===== src/rtl/mem_router_pkg.sv =====
// Shared types and helpers for the mem_router CPU-side memory router.
//   txn_state_t : peripheral transaction FSM states
//   acc_type_t  : classification of the current CPU access
//   window_hit  : address-window match helper (half-open window of 2^size bytes)
package mem_router_pkg;

   localparam int ADDR_MAX_W = 64;

   typedef enum logic [1:0] {
      ST_IDLE  = 2'd0,
      ST_START = 2'd1,
      ST_WAIT  = 2'd2,
      ST_DONE  = 2'd3
   } txn_state_t;

   typedef enum logic [1:0] {
      ACC_NONE     = 2'd0,
      ACC_PERIPH   = 2'd1,
      ACC_CACHE    = 2'd2,
      ACC_UNMAPPED = 2'd3
   } acc_type_t;

   // Aligned window: compare only the bits above the window size.
   function automatic logic window_hit(input logic [ADDR_MAX_W-1:0] addr,
                                       input logic [ADDR_MAX_W-1:0] base,
                                       input logic [4:0]            size_log2);
      return (addr >> size_log2) == (base >> size_log2);
   endfunction

endpackage


===== src/rtl/periph_txn_fsm.sv =====
// Peripheral transaction engine for mem_router: latches the request, issues a
// one-cycle AXI start pulse, waits for the matching completion and presents the
// result for one DONE cycle.
// Optional macro MEMCTRL_TIMEOUT_EN: abandons WAIT after TIMEOUT_CYCLES cycles
// and reports an error in the DONE cycle.
// Ports:
//   clk, rst_n               clock, async active-low reset
//   req, req_rw/addr/wdata/sel  decoded peripheral request (sampled in IDLE)
//   rd_data, rd_cpl, wr_cpl  AXI-master read data and completions
//   axi_addr, axi_wdata, sel latched request towards the AXI master
//   start_rd, start_wr       one-cycle start pulses
//   idle, done               FSM phase indications for the top-level mux
//   done_data, done_err      result presented in the DONE cycle
//
// state    | meaning
// ST_IDLE  | no transaction; latch a peripheral request when offered
// ST_START | pulse the AXI start matching the latched direction
// ST_WAIT  | hold the CPU until the matching completion (or timeout)
// ST_DONE  | release the CPU with the result for one cycle
module periph_txn_fsm
   import mem_router_pkg::*;
#(
   parameter int ADDR_W         = 32,
   parameter int DATA_W         = 32,
   parameter int NUM_PERIPH     = 2,
   parameter int TIMEOUT_CYCLES = 256
) (
   input  logic                  clk,
   input  logic                  rst_n,
   input  logic                  req,
   input  logic                  req_rw,
   input  logic [ADDR_W-1:0]     req_addr,
   input  logic [DATA_W-1:0]     req_wdata,
   input  logic [NUM_PERIPH-1:0] req_sel,
   input  logic [DATA_W-1:0]     rd_data,
   input  logic                  rd_cpl,
   input  logic                  wr_cpl,
   output logic [ADDR_W-1:0]     axi_addr,
   output logic [DATA_W-1:0]     axi_wdata,
   output logic [NUM_PERIPH-1:0] sel,
   output logic                  start_rd,
   output logic                  start_wr,
   output logic                  idle,
   output logic                  done,
   output logic [DATA_W-1:0]     done_data,
   output logic                  done_err
);

   txn_state_t            state_q, state_d;
   logic                  rw_q;
   logic [ADDR_W-1:0]     addr_q;
   logic [DATA_W-1:0]     wdata_q;
   logic [NUM_PERIPH-1:0] sel_q;
   logic [DATA_W-1:0]     data_q;
   logic                  err_q;
   logic                  accept;
   logic                  timeout_hit;

   // Only the completion that matches the latched direction counts.
   assign accept = (state_q == ST_WAIT) && (rw_q ? wr_cpl : rd_cpl);

`ifdef MEMCTRL_TIMEOUT_EN
   localparam int CNT_W = $clog2(TIMEOUT_CYCLES + 1);
   logic [CNT_W-1:0] cnt_q;

   // Limit reached on the TIMEOUT_CYCLES-th WAIT cycle; a completion wins.
   assign timeout_hit = (state_q == ST_WAIT) && !accept &&
                        (cnt_q == CNT_W'(TIMEOUT_CYCLES - 1));

   always_ff @(posedge clk or negedge rst_n) begin
      if (!rst_n) begin
         cnt_q <= '0;
      end else if (state_q == ST_START) begin
         cnt_q <= '0;
      end else if (state_q == ST_WAIT) begin
         cnt_q <= cnt_q + 1'b1;
      end
   end
`else
   logic unused_timeout;
   assign unused_timeout = (TIMEOUT_CYCLES != 0);
   assign timeout_hit    = 1'b0;
`endif

   always_comb begin
      state_d = state_q;
      unique case (state_q)
         ST_IDLE:  if (req) state_d = ST_START;
         ST_START: state_d = ST_WAIT;
         ST_WAIT:  if (accept || timeout_hit) state_d = ST_DONE;
         ST_DONE:  state_d = ST_IDLE;
         default:  state_d = ST_IDLE;
      endcase
   end

   always_ff @(posedge clk or negedge rst_n) begin
      if (!rst_n) begin
         state_q <= ST_IDLE;
         rw_q    <= 1'b0;
         addr_q  <= '0;
         wdata_q <= '0;
         sel_q   <= '0;
         data_q  <= '0;
         err_q   <= 1'b0;
      end else begin
         state_q <= state_d;
         // data_q is cleared at latch so writes and timeouts return 0.
         if (state_q == ST_IDLE && req) begin
            rw_q    <= req_rw;
            addr_q  <= req_addr;
            wdata_q <= req_wdata;
            sel_q   <= req_sel;
            data_q  <= '0;
            err_q   <= 1'b0;
         end
         if (accept && !rw_q) data_q <= rd_data;
         if (timeout_hit)     err_q  <= 1'b1;
      end
   end

   assign axi_addr  = addr_q;
   assign axi_wdata = wdata_q;
   assign sel       = (state_q == ST_IDLE) ? '0 : sel_q;
   assign start_rd  = (state_q == ST_START) && !rw_q;
   assign start_wr  = (state_q == ST_START) &&  rw_q;
   assign idle      = (state_q == ST_IDLE);
   assign done      = (state_q == ST_DONE);
   assign done_data = data_q;
   assign done_err  = err_q;

endmodule


===== src/rtl/mem_router.sv =====
// mem_router: decodes CPU data accesses against NUM_PERIPH peripheral windows
// and one cache window. Peripheral accesses go through periph_txn_fsm (AXI
// start/complete handshake); cache accesses are forwarded combinationally;
// unmapped accesses produce a one-cycle BusErr.
// Optional macro MEMCTRL_TIMEOUT_EN: peripheral wait timeout (TIMEOUT_CYCLES).
// Ports:
//   Clk, Rst                 clock, async active-low reset
//   RW, En, Address, IData   CPU request; Stall, OData, BusErr CPU response
//   P_*                      AXI-master side (latched request, start pulses, completions)
//   C_*                      cache side (pass-through request, read data, stall)
module mem_router
   import mem_router_pkg::*;
#(
   parameter int                        ADDR_W           = 32,
   parameter int                        DATA_W           = 32,
   parameter int                        NUM_PERIPH       = 2,
   parameter logic [NUM_PERIPH*ADDR_W-1:0] PERIPH_BASE   = {32'h44A10000, 32'h44A00000},
   parameter logic [NUM_PERIPH*5-1:0]   PERIPH_SIZE_LOG2 = {5'd16, 5'd16},
   parameter logic [ADDR_W-1:0]         CACHE_BASE       = 32'h0,
   parameter int                        CACHE_SIZE_LOG2  = 16,
   parameter int                        TIMEOUT_CYCLES   = 256
) (
   input  logic                  Clk,
   input  logic                  Rst,
   input  logic                  RW,
   input  logic                  En,
   input  logic [ADDR_W-1:0]     Address,
   input  logic [DATA_W-1:0]     IData,
   output logic                  Stall,
   output logic [DATA_W-1:0]     OData,
   output logic                  BusErr,
   output logic [ADDR_W-1:0]     P_AXIAddr,
   output logic [DATA_W-1:0]     P_WriteData,
   output logic [NUM_PERIPH-1:0] P_Sel,
   output logic                  P_StartAXIRead,
   output logic                  P_StartAXIWrite,
   input  logic [DATA_W-1:0]     P_ReadData,
   input  logic                  P_ReadCompleted,
   input  logic                  P_WriteCompleted,
   output logic                  C_En,
   output logic                  C_RW,
   output logic [ADDR_W-1:0]     C_Address,
   output logic [DATA_W-1:0]     C_WriteData,
   input  logic [DATA_W-1:0]     C_ReadData,
   input  logic                  C_Stall
);

   logic                  periph_hit;
   logic                  cache_hit;
   logic [NUM_PERIPH-1:0] hit_sel;
   acc_type_t             acc;
   logic                  fsm_idle;
   logic                  fsm_done;
   logic [DATA_W-1:0]     fsm_data;
   logic                  fsm_err;

   // Scanning from the top index down lets the lowest matching window win.
   always_comb begin
      periph_hit = 1'b0;
      hit_sel    = '0;
      for (int i = NUM_PERIPH - 1; i >= 0; i--) begin
         if (window_hit(ADDR_MAX_W'(Address),
                        ADDR_MAX_W'(PERIPH_BASE[i*ADDR_W +: ADDR_W]),
                        PERIPH_SIZE_LOG2[i*5 +: 5])) begin
            periph_hit = 1'b1;
            hit_sel    = '0;
            hit_sel[i] = 1'b1;
         end
      end
   end

   assign cache_hit = window_hit(ADDR_MAX_W'(Address), ADDR_MAX_W'(CACHE_BASE),
                                 5'(CACHE_SIZE_LOG2));

   always_comb begin
      acc = ACC_NONE;
      if (En) begin
         if (periph_hit)     acc = ACC_PERIPH;
         else if (cache_hit) acc = ACC_CACHE;
         else                acc = ACC_UNMAPPED;
      end
   end

   periph_txn_fsm #(
      .ADDR_W         (ADDR_W),
      .DATA_W         (DATA_W),
      .NUM_PERIPH     (NUM_PERIPH),
      .TIMEOUT_CYCLES (TIMEOUT_CYCLES)
   ) u_txn (
      .clk       (Clk),
      .rst_n     (Rst),
      .req       (acc == ACC_PERIPH),
      .req_rw    (RW),
      .req_addr  (Address),
      .req_wdata (IData),
      .req_sel   (hit_sel),
      .rd_data   (P_ReadData),
      .rd_cpl    (P_ReadCompleted),
      .wr_cpl    (P_WriteCompleted),
      .axi_addr  (P_AXIAddr),
      .axi_wdata (P_WriteData),
      .sel       (P_Sel),
      .start_rd  (P_StartAXIRead),
      .start_wr  (P_StartAXIWrite),
      .idle      (fsm_idle),
      .done      (fsm_done),
      .done_data (fsm_data),
      .done_err  (fsm_err)
   );

   // Cache is only touched while no peripheral transaction is in flight.
   always_comb begin
      Stall  = 1'b0;
      OData  = '0;
      BusErr = 1'b0;
      C_En   = 1'b0;
      if (fsm_idle) begin
         unique case (acc)
            ACC_PERIPH:   Stall = 1'b1;
            ACC_CACHE: begin
               C_En  = 1'b1;
               Stall = C_Stall;
               OData = C_ReadData;
            end
            ACC_UNMAPPED: BusErr = 1'b1;
            default:      ;
         endcase
      end else if (fsm_done) begin
         OData  = fsm_data;
         BusErr = fsm_err;
      end else begin
         Stall = 1'b1;
      end
   end

   assign C_RW        = RW;
   assign C_Address   = Address;
   assign C_WriteData = IData;

endmodule


===== config.mk =====
export PLATFORM = sky130hd
export DESIGN_NAME = mem_router
export DESIGN_NICKNAME = d
export VERILOG_FILES = /design/src/rtl/mem_router_pkg.sv /design/src/rtl/periph_txn_fsm.sv /design/src/rtl/mem_router.sv
export SDC_FILE = /design/constraint.sdc
export NUM_CORES = 1
export LEC_CHECK = 0
export CAP_MARGIN = 20
export CORE_AREA = 2 2 119 121
export DETAILED_ROUTE_END_ITERATION = 10
export DIE_AREA = 0 0 121 123
export GPL_TIMING_DRIVEN = 0
export PLACE_DENSITY = 0.78
export SLEW_MARGIN = 20
export SYNTH_ARGS = -nofsm -noshare
export SYNTH_HDL_FRONTEND = slang
export SYNTH_SLANG_ARGS = --single-unit

===== constraint.sdc =====
create_clock -name Clk -period 4 [get_ports Clk]
set_input_delay 0.8 -clock Clk [delete_from_list [all_inputs] [get_ports Clk]]
set_output_delay 0.8 -clock Clk [all_outputs]
set_load 0.02 [all_outputs]

==> impl_metrics.py <==
metrics = {
    "detailed_routing": {
        "drtIter0Drc": 150,
        "ant_nets": 0,
        "dr.pass1.iters": 4,
        "drc": 0,
        "vias": 4263,
        "routedWlPerCell_um": 17.0,
        "wirelength_um": 15700,
        "via_per_inst": 4.61,
    },
    "timing": {
        "finalWorstSetupSlack_ns": 0.0653,
        "worst_slew_margin_rel": 0.660,
        "report.final.slew_viol_count": 0,
        "fin_crit_ns": 3.93,
        "finClkSkew_ns": 0.0104,
        "clock.fmax_mhz": 254,
        "worst_pin_slew_ns": 0.510,
        "min_period_over_period": 0.984,
        "setup-violations-final": 0,
        "rsz0062_at_grt": "false",
        "hold_viol": 0,
    },
    "final_layout": {
        "drive_gt1_frac": 0.199,
        "num_antenna_cells": 0,
        "layout.nets": 879,
        "syn2layout_area_growth_pct": 76.7,
        "n_fill_cell": 1119,
    },
    "critical_path": {
        "end_kind": "output port",
        "path_class": "input port to output port",
        "setup.worst_path.start": "Address[31]",
        "regToRegEndpoint": "u_txn.axi_wdata[11]$_DFFE_PN0P_",
        "cp_common_cell": "clkdlybuf4s50_1",
        "r2r_start": "u_txn.state_q[1]$_DFFE_PN0P_",
        "crit_path_top_delay_cell": "clkdlybuf4s50_1",
        "critPathArrivalTime_ns": 3.13,
        "path_cells": "clkdlybuf4s50_1 -> nor4_4 -> nand3_2 -> nor3_4 -> buf_4 -> buf_6 -> a22o_1 -> clkdlybuf4s50_1",
        "cp_max_fo": 10,
        "slowest_delay_ns": 0.60,
        "rr_worst_depth": 7,
        "critPathLaunchType": "input port",
        "r2r_slack_ns": 1.50,
        "worstSetupEndpoint": "OData[15]",
        "required_ns": 3.20,
    },
    "outcome": {
        "status": "complete, no violations",
    },
    "synth": {
        "synth.most_common_cell": "dfrtp_1",
        "synth_top_area_cell": "dfrtp_1",
        "synth_top_area_share": 0.532,
        "synthTopCellsByCount": "101 x dfrtp_1, 67 x nand2_1, 66 x buf_4, 42 x mux2_2",
        "avgSynthCellArea_um2": 11.3,
        "synth_seq_cells": 101,
        "ys_seq_area_frac": 0.532,
        "synth.distinct_cells": 29,
        "ys.flop_type": "dfrtp_1",
        "synth_nets": 561,
        "async_reset_ff_frac": 1.00,
        "ys_warn_count": 0,
        "synth-edff-count": 0,
        "synth_area_leaders": "dfrtp_1 53%, buf_4 10%, mux2_2 9.9%",
        "syn_area_mm2": 0.00475,
        "syn_inst": 422,
    },
    "floorplanning": {
        "core_mm2": 0.0136,
        "num_io_pins": 303,
        "start_util": 0.349,
        "die_h_um": 123,
        "num_rows": 43,
        "die-area_mm2": 0.0149,
        "die_w_um": 121,
    },
    "place": {
        "gp_congestion": 0.806,
        "port_buffers": 302,
        "dp_hpwl_um": 12300,
        "dp_slack_ns": -0.387,
    },
    "power": {
        "p_total_mw": 3.21,
        "combPwrFrac": 0.326,
        "sw_frac_of_total": 0.332,
        "p_switching_mw": 1.07,
        "seqPwrFrac": 0.401,
        "power.internal_mw": 2.14,
        "leakage_nw": 3.91,
        "ir_drop_uv": 241,
        "clkPwrFrac": 0.272,
        "pwr_density_cell_mw_per_mm2": 382,
    },
    "worst_hold_path": {
        "worstHoldPathType": "input port to asynchronous set/reset pin",
    },
    "clock_tree": {
        "clkTransAtPathRegs_ns": 0.07,
        "cts_num_sinks": 101,
        "cts_root_buf": "clkbuf_16",
        "cts_buffers": 9,
        "cts_max_level": 3,
        "cts_buffer_depth": 2,
        "cts_tree": "built",
        "clk_latency_ns": 0.35,
    },
    "global_routing": {
        "track_usage": 0.204,
        "grt_pass1_vias": 4402,
        "grt_max_degree": 61,
        "overflow": 0,
        "grt_antenna_before_repair": 0,
        "grt_pass1_wl_um": 23400,
    },
    "run": {
        "max_cap_violations": 0,
    },
}
==> stage by stage <==
stage / hold slack, ns / utilization / instances / cell area (um^2) / setup TNS, ns
after detailed placement: 0.453 / 0.590 / 905 / 8030 / -10.48
final: 0.362 / 0.617 / 925 / 8400 / 0
after global routing: 0.382 / 0.617 / 925 / 8400 / 0
after global placement: 0.454 / 0.588 / 904 / 8000 / -168.27
after CTS: 0.361 / 0.614 / 922 / 8360 / -0.143
after floorplan: 0.473 / - / 422 / 4750 / 0
==> area by class of cell <==
type                            count  area [um^2]  share of cell area
Timing Repair Buffer              307         3070               0.366
Multi-Input combinational cell    229         1650               0.196
Clock inverter                      7         75.1             0.00894
Buffer                             89          617              0.0734
Sequential cell                   101         2530               0.301
Clock buffer                        9          225              0.0268
Inverter                            3         11.3             0.00134
Tap cell                          180          225              0.0268
==> worst min path at each step <==
stage                                        start  depth (start not counted)  slack (ns)                              end
global route                                   Rst                          1        0.38  u_txn.axi_wdata[29]$_DFFE_PN0P_
finish                                         Rst                          1        0.36  u_txn.axi_wdata[29]$_DFFE_PN0P_
global placement    u_txn.axi_addr[30]$_DFFE_PN0P_                          1        0.45   u_txn.axi_addr[30]$_DFFE_PN0P_
CTS                                            Rst                          1        0.36  u_txn.axi_wdata[27]$_DFFE_PN0P_
floorplan               u_txn.sel_q[1]$_DFFE_PN0P_                          1        0.47       u_txn.sel_q[1]$_DFFE_PN0P_
detailed placement  u_txn.axi_addr[23]$_DFFE_PN0P_                          1        0.45   u_txn.axi_addr[23]$_DFFE_PN0P_
==> critical path: cells and delay by family <==
family                 cells  cell delay [ns]
AND/OR/NAND/NOR            3             0.79
AO/OA/AOI/OAI              1             0.15
buffers and inverters      4             1.39
==> state kept, by name, summed over array words and instances, names as in the netlist <==
| signal | cells |
|---|---|
| u_txn.state_q | 2 |
| u_txn.axi_addr | 32 |
| u_txn.axi_wdata | 32 |
| u_txn.done_data | 32 |
| u_txn.sel_q | 2 |
| u_txn.rw_q | 1 |
==> power by group through the flow <==
stage               registers (mW)  clock network, mW  logic, mW
finish                        1.29              0.873       1.05
global route                  1.30              0.940       1.15
CTS                           1.29              0.899       1.06
detailed placement            1.31                  0       1.07
global placement              1.30                  0       1.03
floorplan                     1.27                  0      0.565
==> cell usage in the layout, fill, tap and decap left out <==
| master | synthesis | final |
|---|---|---|
| a22oi_1 | 1 | 1 |
| or2_2 | 5 | 5 |
| nand2_1 | 67 | 67 |
| nor2b_1 | 14 | 14 |
| nand3_2 | 0 | 1 |
| and2_1 | 1 | 1 |
| o21ai_0 | 32 | 32 |
| mux2_2 | 42 | 42 |
| clkinv_4 | 0 | 1 |
| buf_4 | 66 | 70 |
| mux2_1 | 10 | 10 |
| nor2_1 | 4 | 4 |
| a21oi_1 | 2 | 2 |
| nor3_4 | 1 | 2 |
| nor3_1 | 2 | 2 |
| buf_6 | 1 | 5 |
| clkinvlp_4 | 0 | 1 |
| buf_2 | 7 | 4 |
| ha_1 | 4 | 4 |
| a21o_1 | 1 | 1 |
| a22o_1 | 32 | 32 |
| and4_1 | 1 | 1 |
| nand4_1 | 2 | 2 |
| inv_8 | 0 | 3 |
| dlygate4sd2_1 | 0 | 12 |
| clkinv_8 | 0 | 1 |
| inv_6 | 0 | 1 |
| clkbuf_16 | 0 | 9 |
| clkdlybuf4s50_1 | 0 | 286 |
| o22a_1 | 1 | 1 |
| nor4_4 | 0 | 2 |
| buf_16 | 0 | 1 |
| dfrtp_1 | 101 | 101 |
| mux2i_1 | 2 | 2 |
| inv_1 | 3 | 3 |
| nor4b_1 | 1 | 1 |
| dlymetal6s2s_1 | 0 | 3 |
| clkbuf_1 | 15 | 15 |
==> layer usage <==
| layer | share of wire | track usage | wire (um) | vias up |
|---|---|---|---|---|
| met5 | 0 | 0 | 0 | - |
| met4 | 0.022 | 0.0712 | 340 | 0 |
| met3 | 0.085 | 0.0632 | 1340 | 25 |
| met2 | 0.51 | 0.362 | 8000 | 200 |
| met1 | 0.38 | 0.234 | 6010 | 2033 |
| li1 | - | - | - | 2005 |
==> what timing repair did <==
action,4_1_cts,5_1_grt
setup buffers,1,3
gates cloned,0,0
setup endpoints to repair,34,22
hold buffers,0,0
pin swaps,1,4
resized for setup,20,5
==> kinds of logic after synthesis <==
logic type | synth area share
muxes | 0.127
DFF | 0.532
buffers and inverters | 0.128
adders and majority gates | 0.0105
AOI/OAI and AO/OA | 0.0997
and+or+nand+nor | 0.103
(Power assumes the default switching activity.)
